$ cat config.mk
export PLATFORM = sky130hd
export DESIGN_NAME = alu_seq_flat
export DESIGN_NICKNAME = d
export VERILOG_FILES = /design/src/rtl/alu_seq_if.sv /design/src/rtl/alu_seq.sv /design/src/flat_wrapper.sv
export SDC_FILE = /design/constraint.sdc
export NUM_CORES = 1
export LEC_CHECK = 0
export BUFFER_PORTS_ARGS = -buffer_cell sky130_fd_sc_hd__buf_2
export CAP_MARGIN = 20
export CORE_MARGIN = 3
export CORE_UTILIZATION = 60
export DETAILED_ROUTE_END_ITERATION = 6
export PLACE_DENSITY = 0.85
export SKIP_LAST_GASP = 1
export SLEW_MARGIN = 15
export SYNTH_ARGS = -nofsm -noshare
export SYNTH_HDL_FRONTEND = slang
export SYNTH_SLANG_ARGS = --single-unit
export TNS_END_PERCENT = 50
$ cat constraint.sdc
create_clock -name clk -period 5 [get_ports clk]
set_input_delay 1 -clock clk [delete_from_list [all_inputs] [get_ports clk]]
set_output_delay 1 -clock clk [all_outputs]
set_load 0.02 [all_outputs]
$ cat src/rtl/alu_seq_if.sv
// alu_seq_if: operand/result bundle for alu_seq.
//   master side (register file / issue logic) drives in_valid, a, b, op_code
//   and observes in_ready plus the registered result and flags.
//   slave side (alu_seq) is the mirror image.
//   WIDTH must match the WIDTH of the alu_seq instance it connects to.
interface alu_seq_if #(
    parameter int WIDTH = 16
);
    logic             in_valid;
    logic             in_ready;
    logic [WIDTH-1:0] a;
    logic [WIDTH-1:0] b;
    logic [3:0]       op_code;
    logic             out_valid;
    logic [WIDTH-1:0] result;
    logic [WIDTH-1:0] result_hi;
    logic             zero_flag;
    logic             carry_flag;
    logic             overflow_flag;
    logic             neg_flag;
    logic             illegal_op;

    modport master (
        output in_valid, a, b, op_code,
        input  in_ready, out_valid, result, result_hi,
               zero_flag, carry_flag, overflow_flag, neg_flag, illegal_op
    );

    modport slave (
        input  in_valid, a, b, op_code,
        output in_ready, out_valid, result, result_hi,
               zero_flag, carry_flag, overflow_flag, neg_flag, illegal_op
    );
endinterface

$ cat src/rtl/alu_seq.sv
// alu_seq: sequential WIDTH-bit ALU with registered results and flags.
//   Single-cycle ops (add/sub/logic/shifts) register their result on the
//   accept edge; unsigned MUL runs an iterative shift-add over WIDTH cycles.
// Ports:
//   clk     system clock, all state on the rising edge
//   reset   synchronous active-high reset, overrides enable
//   enable  global stall: low freezes all state and blocks accepts
//   bus     alu_seq_if.slave: in_valid/in_ready handshake, a, b, op_code,
//           out_valid pulse, result, result_hi, flags, illegal_op
//
// state  | meaning
// S_IDLE | ready; single-cycle ops complete here, MUL starts here
// S_MUL  | shift-add iteration, cnt_q counts 0..WIDTH-1
// S_DONE | publish MUL result/flags, pulse out_valid
module alu_seq #(
    parameter int WIDTH = 16,
    parameter int SHW   = $clog2(WIDTH)
) (
    input  logic        clk,
    input  logic        reset,
    input  logic        enable,
    alu_seq_if.slave    bus
);

    localparam logic [3:0] OP_ADD = 4'b0000;
    localparam logic [3:0] OP_SUB = 4'b0001;
    localparam logic [3:0] OP_AND = 4'b0010;
    localparam logic [3:0] OP_OR  = 4'b0011;
    localparam logic [3:0] OP_XOR = 4'b0100;
    localparam logic [3:0] OP_NOT = 4'b0101;
    localparam logic [3:0] OP_SHL = 4'b0110;
    localparam logic [3:0] OP_SHR = 4'b0111;
    localparam logic [3:0] OP_SRA = 4'b1000;
    localparam logic [3:0] OP_MUL = 4'b1001;

    localparam logic [SHW-1:0] CNT_LAST = SHW'(WIDTH - 1);

    typedef enum logic [1:0] {
        S_IDLE = 2'd0,
        S_MUL  = 2'd1,
        S_DONE = 2'd2
    } state_t;

    state_t           state_q;
    state_t           state_d;
    logic             accept;

    logic [SHW-1:0]   cnt_q;
    logic [WIDTH-1:0] mcand_q;
    // {partial high half, multiplier bits still to consume / low product bits}
    logic [2*WIDTH-1:0] prod_q;
    logic [WIDTH:0]   mul_sum;

    logic             out_valid_q;
    logic [WIDTH-1:0] result_q;
    logic [WIDTH-1:0] result_hi_q;
    logic             zero_q;
    logic             carry_q;
    logic             overflow_q;
    logic             neg_q;
    logic             illegal_q;

    // single-cycle datapath
    logic [SHW-1:0]   shamt;
    logic [WIDTH:0]   add_w;
    logic [WIDTH:0]   sub_w;
    logic [WIDTH:0]   shl_w;
    logic [WIDTH:0]   shr_w;
    logic [WIDTH:0]   sra_w;
    logic [WIDTH-1:0] alu_res;
    logic             alu_carry;
    logic             alu_ovf;
    logic             alu_ill;

    assign accept = enable & bus.in_valid & (state_q == S_IDLE);

    // ---------------- FSM ----------------
    always_ff @(posedge clk) begin
        if (reset) begin
            state_q <= S_IDLE;
        end else begin
            state_q <= state_d;
        end
    end

    always_comb begin
        state_d = state_q;
        if (enable) begin
            case (state_q)
                S_IDLE: if (accept && bus.op_code == OP_MUL) state_d = S_MUL;
                S_MUL:  if (cnt_q == CNT_LAST) state_d = S_DONE;
                S_DONE: state_d = S_IDLE;
                default: state_d = S_IDLE;
            endcase
        end
    end

    // ---------------- single-cycle ALU ----------------
    always_comb begin
        shamt = bus.b[SHW-1:0];
        add_w = {1'b0, bus.a} + {1'b0, bus.b};
        sub_w = {1'b0, bus.a} - {1'b0, bus.b};
        // Extra guard bit on the shifted-out side catches the last bit lost;
        // with a zero shift amount that bit is the padding zero, so carry=0.
        shl_w = {1'b0, bus.a} << shamt;
        shr_w = {bus.a, 1'b0} >> shamt;
        sra_w = (WIDTH+1)'($signed({bus.a, 1'b0}) >>> shamt);

        alu_res   = '0;
        alu_carry = 1'b0;
        alu_ovf   = 1'b0;
        alu_ill   = 1'b0;
        case (bus.op_code)
            OP_ADD: begin
                alu_res   = add_w[WIDTH-1:0];
                alu_carry = add_w[WIDTH];
                alu_ovf   = (bus.a[WIDTH-1] == bus.b[WIDTH-1]) &&
                            (add_w[WIDTH-1] != bus.a[WIDTH-1]);
            end
            OP_SUB: begin
                alu_res   = sub_w[WIDTH-1:0];
                alu_carry = sub_w[WIDTH];   // borrow: a < b unsigned
                alu_ovf   = (bus.a[WIDTH-1] != bus.b[WIDTH-1]) &&
                            (sub_w[WIDTH-1] != bus.a[WIDTH-1]);
            end
            OP_AND: alu_res = bus.a & bus.b;
            OP_OR:  alu_res = bus.a | bus.b;
            OP_XOR: alu_res = bus.a ^ bus.b;
            OP_NOT: alu_res = ~bus.a;
            OP_SHL: begin
                alu_res   = shl_w[WIDTH-1:0];
                alu_carry = shl_w[WIDTH];
            end
            OP_SHR: begin
                alu_res   = shr_w[WIDTH:1];
                alu_carry = shr_w[0];
            end
            OP_SRA: begin
                alu_res   = sra_w[WIDTH:1];
                alu_carry = sra_w[0];
            end
            OP_MUL: alu_res = '0;           // handled by the iterative path
            default: alu_ill = 1'b1;
        endcase
    end

    // ---------------- shift-add multiplier step ----------------
    assign mul_sum = {1'b0, prod_q[2*WIDTH-1:WIDTH]} +
                     {1'b0, (prod_q[0] ? mcand_q : {WIDTH{1'b0}})};

    // ---------------- datapath / output registers ----------------
    always_ff @(posedge clk) begin
        if (reset) begin
            cnt_q       <= '0;
            mcand_q     <= '0;
            prod_q      <= '0;
            out_valid_q <= 1'b0;
            result_q    <= '0;
            result_hi_q <= '0;
            zero_q      <= 1'b0;
            carry_q     <= 1'b0;
            overflow_q  <= 1'b0;
            neg_q       <= 1'b0;
            illegal_q   <= 1'b0;
        end else if (!enable) begin
            // stalled cycles never show a pulse; everything else holds
            out_valid_q <= 1'b0;
        end else begin
            out_valid_q <= 1'b0;
            case (state_q)
                S_IDLE: begin
                    if (accept) begin
                        if (bus.op_code == OP_MUL) begin
                            mcand_q <= bus.a;
                            prod_q  <= {{WIDTH{1'b0}}, bus.b};
                            cnt_q   <= '0;
                        end else begin
                            out_valid_q <= 1'b1;
                            result_q    <= alu_res;
                            result_hi_q <= '0;
                            zero_q      <= (alu_res == '0);
                            carry_q     <= alu_carry;
                            overflow_q  <= alu_ovf;
                            neg_q       <= alu_res[WIDTH-1];
                            illegal_q   <= alu_ill;
                        end
                    end
                end
                S_MUL: begin
                    prod_q <= {mul_sum, prod_q[WIDTH-1:1]};
                    cnt_q  <= cnt_q + 1'b1;
                end
                S_DONE: begin
                    out_valid_q <= 1'b1;
                    result_q    <= prod_q[WIDTH-1:0];
                    result_hi_q <= prod_q[2*WIDTH-1:WIDTH];
                    zero_q      <= (prod_q[WIDTH-1:0] == '0);
                    carry_q     <= (prod_q[2*WIDTH-1:WIDTH] != '0);
                    overflow_q  <= (prod_q[2*WIDTH-1:WIDTH] != '0);
                    neg_q       <= prod_q[WIDTH-1];
                    illegal_q   <= 1'b0;
                end
                default: ;
            endcase
        end
    end

    assign bus.in_ready      = (state_q == S_IDLE);
    assign bus.out_valid     = out_valid_q;
    assign bus.result        = result_q;
    assign bus.result_hi     = result_hi_q;
    assign bus.zero_flag     = zero_q;
    assign bus.carry_flag    = carry_q;
    assign bus.overflow_flag = overflow_q;
    assign bus.neg_flag      = neg_q;
    assign bus.illegal_op    = illegal_q;

endmodule

$ cat src/flat_wrapper.sv
// flat-port wrapper written by rule: the top's interface ports become plain ports
module alu_seq_flat 
#(
    parameter int WIDTH = 16,
    parameter int SHW   = $clog2(WIDTH)
)
  (clk, reset, enable, bus_in_valid, bus_a, bus_b, bus_op_code, bus_in_ready, bus_out_valid, bus_result, bus_result_hi, bus_zero_flag, bus_carry_flag, bus_overflow_flag, bus_neg_flag, bus_illegal_op);
  alu_seq_if #(.WIDTH(WIDTH)) bus_i ();
  input  logic clk;
  input  logic reset;
  input  logic enable;
  input wire logic [$bits(bus_i.in_valid)-1:0] bus_in_valid;
  input wire logic [$bits(bus_i.a)-1:0] bus_a;
  input wire logic [$bits(bus_i.b)-1:0] bus_b;
  input wire logic [$bits(bus_i.op_code)-1:0] bus_op_code;
  output wire logic [$bits(bus_i.in_ready)-1:0] bus_in_ready;
  output wire logic [$bits(bus_i.out_valid)-1:0] bus_out_valid;
  output wire logic [$bits(bus_i.result)-1:0] bus_result;
  output wire logic [$bits(bus_i.result_hi)-1:0] bus_result_hi;
  output wire logic [$bits(bus_i.zero_flag)-1:0] bus_zero_flag;
  output wire logic [$bits(bus_i.carry_flag)-1:0] bus_carry_flag;
  output wire logic [$bits(bus_i.overflow_flag)-1:0] bus_overflow_flag;
  output wire logic [$bits(bus_i.neg_flag)-1:0] bus_neg_flag;
  output wire logic [$bits(bus_i.illegal_op)-1:0] bus_illegal_op;
  assign bus_i.in_valid = bus_in_valid;
  assign bus_i.a = bus_a;
  assign bus_i.b = bus_b;
  assign bus_i.op_code = bus_op_code;
  assign bus_in_ready = bus_i.in_ready;
  assign bus_out_valid = bus_i.out_valid;
  assign bus_result = bus_i.result;
  assign bus_result_hi = bus_i.result_hi;
  assign bus_zero_flag = bus_i.zero_flag;
  assign bus_carry_flag = bus_i.carry_flag;
  assign bus_overflow_flag = bus_i.overflow_flag;
  assign bus_neg_flag = bus_i.neg_flag;
  assign bus_illegal_op = bus_i.illegal_op;
  alu_seq #(.WIDTH(WIDTH), .SHW(SHW)) u_core (.clk(clk), .reset(reset), .enable(enable), .bus(bus_i));
endmodule
==> flow_metrics.env <==
export IMPL_routabilityCongestion=1.06
export IMPL_start_util_pct=61.7
export IMPL_cts_buffer_depth=2
export IMPL_r2r_cells=12
export IMPL_synth_edf_count=0
export IMPL_fmax_ghz=0.249
export IMPL_outcome="finished clean"
export IMPL_route_met2_wl_mm=13.0
export IMPL_routed_wl_mm=30.3
export IMPL_cts_resized=0
export IMPL_postCtsSetupBuffers=0
export IMPL_insertion_delay_ns=0.35
export IMPL_synth_seq_cells=91
export IMPL_wl_met3_mm=4.13
export IMPL_r2r_end="u_core.prod_q[29]$_SDFFE_PP0P_"
export IMPL_hold_path_class="flop to flop"
export IMPL_drive_above_1_share_pct=14.7
export IMPL_critical_path_arrival_ns=4.23
export IMPL_multi_input_comb_area_um2=6570
export IMPL_ys_async_sr_fraction_pct=0
export IMPL_synth_cells=1176
export IMPL_grt_setup_unrepaired="no"
export IMPL_setup_tns_ns=0
export IMPL_antenna_found_initial=0
export IMPL_hold_path_depth=2
export IMPL_dr_total_vias=9556
export IMPL_fillers=1274
export IMPL_drc_errors=0
export IMPL_critPathSlowestCell="o41ai_1"
export IMPL_track_usage_pct=35.7
export IMPL_slew_headroom_pct=32.1
export IMPL_grt_max_degree=57
export IMPL_routedWlPerCell_um=22.1
export IMPL_avgViaCountPerCell=6.97
export IMPL_clockRootBuffer="clkbuf_16"
export IMPL_powerDensity_nw_per_um2=217
export IMPL_dieArea_um2=16600
export IMPL_yosysWarnings=0
export IMPL_min_to="u_core.bus.result[3]$_SDFFE_PP0P_"
export IMPL_cts_sinks=91
export IMPL_io_pins=79
export IMPL_grt_pass1_vias=8456
export IMPL_crit_family="compound AO/OA/AOI/OAI gates"
export IMPL_clkTransAtPathRegs_ns=0.07
export IMPL_skew_ns=0.0104
export IMPL_syn_nets=1285
export IMPL_fp_row_count=44
export IMPL_grt_ovfl_total=0
export IMPL_worstHoldStart="u_core.bus.result[3]$_SDFFE_PP0P_"
export IMPL_setup_viol=0
export IMPL_syn_area_per_cell_um2=7.69
export IMPL_die_x_um=129
export IMPL_top_layer_used="met4"
export IMPL_finalCritPeriodShare_pct=80.2
export IMPL_cap_violations=0
export IMPL_drt_pass1_iter_count=6
export IMPL_area_delta_synth_final_pct=7.27
export IMPL_core_area_um2=14600
export IMPL_cts_buffers=9
export IMPL_ff2ff_setup_slack_ns=1.78
export IMPL_finalHoldViolCount=0
export IMPL_regArea_um2=1820
export IMPL_total_power_mw=2.10
export IMPL_htreeDepth=3
export IMPL_path_cells="buf_2, inv_1, ha_1, nor3_1, a2111oi_2, o21bai_1, a311oi_2, o41ai_1, a21oi_1, o32a_1, o31ai_1, a21oi_1"
export IMPL_final_min_clock_period_ns=4.01
export IMPL_drt_iter0_drc=1294
export IMPL_diodes=0
export IMPL_hold_buffers=0
export IMPL_die_h_um=129
export IMPL_r2r_start="u_core.prod_q[0]$_SDFFE_PP0P_"
export IMPL_synth_cell_types=86
export IMPL_dpl_hpwl_mm=21.9
export IMPL_critical_path_startpoint="bus_a[3]"
export IMPL_synth_main_ff_cell="dfxtp_1"
export IMPL_slew_violations=0
export IMPL_nets=1291
export IMPL_io_buffers=78
export IMPL_worstSetupEndpointType="flop"
export IMPL_tightestPinTransition_ns=1.02
export IMPL_critPathMaxStageDelay_ns=0.59
export IMPL_grt_pass1_wl_mm=46.9
export IMPL_syn_area_um2=9040
export IMPL_ir_drop_mv=0.155
export IMPL_worst_path_buf_inv=2
export IMPL_yosysSeqAreaShare_pct=20.1
export IMPL_start_kind="primary input"
export IMPL_worstPathMaxFanout=13
export IMPL_path_common_cell="a21oi_1"
export IMPL_ant_nets=0
export IMPL_wl_met1_mm=12.1
export IMPL_required_ns=5.22
export IMPL_crit_type="primary input to flop"
export IMPL_cts_tree="built"
export IMPL_utilization_pct=66.2
export IMPL_p_leak_nw=4.14
## cell usage after synthesis (all sizes together) (33+ instances only)
master  instances  area share, %
nor2          123            5.1
a21oi         116            6.4
nand2         112            4.6
dfxtp          91             20
clkbuf         71            3.0
ha             66            9.1
inv            54            2.2
a211oi         40            3.4
nor3           38            2.1
nand3          37            2.1
o21ai          35            1.9
buf            33            2.0
## placed cells by master, fill, tap and decap left out, types with 15 or more instances in the layout
cell type  count
nor3_1        36
ha_1          66
buf_2         78
mux2i_1       28
nor2_1       122
nand2_1      112
a211oi_1      39
a22oi_1       18
inv_1         53
buf_4         21
dfxtp_1       91
o21ai_0       24
o211ai_1      16
mux4_2        30
nor4_1        15
a21oi_1      116
nand3_1       36
and2_1        18
## cells by family after synthesis
kind of cell / after synthesis / synth area share [%]
and+or+nand+nor: 426 / 22.8
AOI/OAI and AO/OA: 347 / 26.4
buffers and inverters: 160 / 7.32
DFF: 91 / 20.1
adders and majority gates: 69 / 9.80
muxes: 65 / 11.8
xor gates and xnor gates: 18 / 1.74
## layout make-up
| class | instances | area share [%] |
|---|---|---|
| multi-input combinational | 925 | 67.7 |
| sequential | 91 | 18.8 |
| timing repair buffer | 99 | 5.65 |
| tap | 184 | 2.37 |
| clock buffer | 9 | 2.32 |
| inverter | 56 | 2.17 |
| clock inverter | 7 | 0.981 |
## power by group
group          total (mW)  internal [mW]  switching, mW
Sequential          0.745          0.736        0.00878
Combinational       0.621          0.223          0.398
Clock               0.733          0.403          0.330
## per-layer routing
| metal | track usage (%) | up-vias |
|---|---|---|
| met3 | 9.55 | 106 |
| met4 | 13.5 | 0 |
| met5 | 0 | - |
| met1 | 49.5 | 4431 |
| li1 | - | 4346 |
| met2 | 53.0 | 673 |
## per-stage QoR
step / worst slack [ns] / cells / hold WS, ns / area [um^2]
floorplan: 0.913 / 1176 / 0.432 / 9040
global placement: 0.875 / 1355 / 0.434 / 9380
detailed placement: 0.801 / 1355 / 0.443 / 9380
CTS: 1.12 / 1371 / 0.450 / 9700
global route: 0.803 / 1371 / 0.465 / 9700
finish: 0.992 / 1371 / 0.447 / 9700
## state kept, by name, summed over array words and instances, names as in the netlist
name / flops
u_core.bus.neg_flag: 1
u_core.bus.overflow_flag: 1
u_core.bus.out_valid: 1
u_core.bus.zero_flag: 1
u_core.cnt_q: 4
u_core.bus.result_hi: 16
u_core.state_q: 2
u_core.bus.result: 15
u_core.prod_q: 32
u_core.mcand_q: 16
u_core.bus.carry_flag: 1
u_core.bus.illegal_op: 1
## worst reg2reg max path, cell delays in order, from the launching register on
cell      delay [ns]
dfxtp_1         0.47
and2_1          0.26
ha_1            0.22
fa_1            0.43
a21oi_1         0.19
o21bai_1        0.11
a21oi_1         0.23
o21ai_0         0.18
a41oi_1         0.29
a21oi_1         0.14
a31oi_1         0.31
xnor2_1         0.11
a22o_1          0.18
## how the worst max path moves through the flow
stage,end,cells past startpoint
2_1_floorplan,u_core.bus.neg_flag$_SDFFE_PP0P_,13
3_3_place_gp,u_core.bus.neg_flag$_SDFFE_PP0P_,12
3_5_place_dp,u_core.bus.zero_flag$_SDFFE_PP0P_,12
4_1_cts,u_core.bus.zero_flag$_SDFFE_PP0P_,13
5_1_grt,u_core.bus.neg_flag$_SDFFE_PP0P_,12
6_report,u_core.bus.neg_flag$_SDFFE_PP0P_,12
Note: power is estimated with default switching activity, not from simulation.
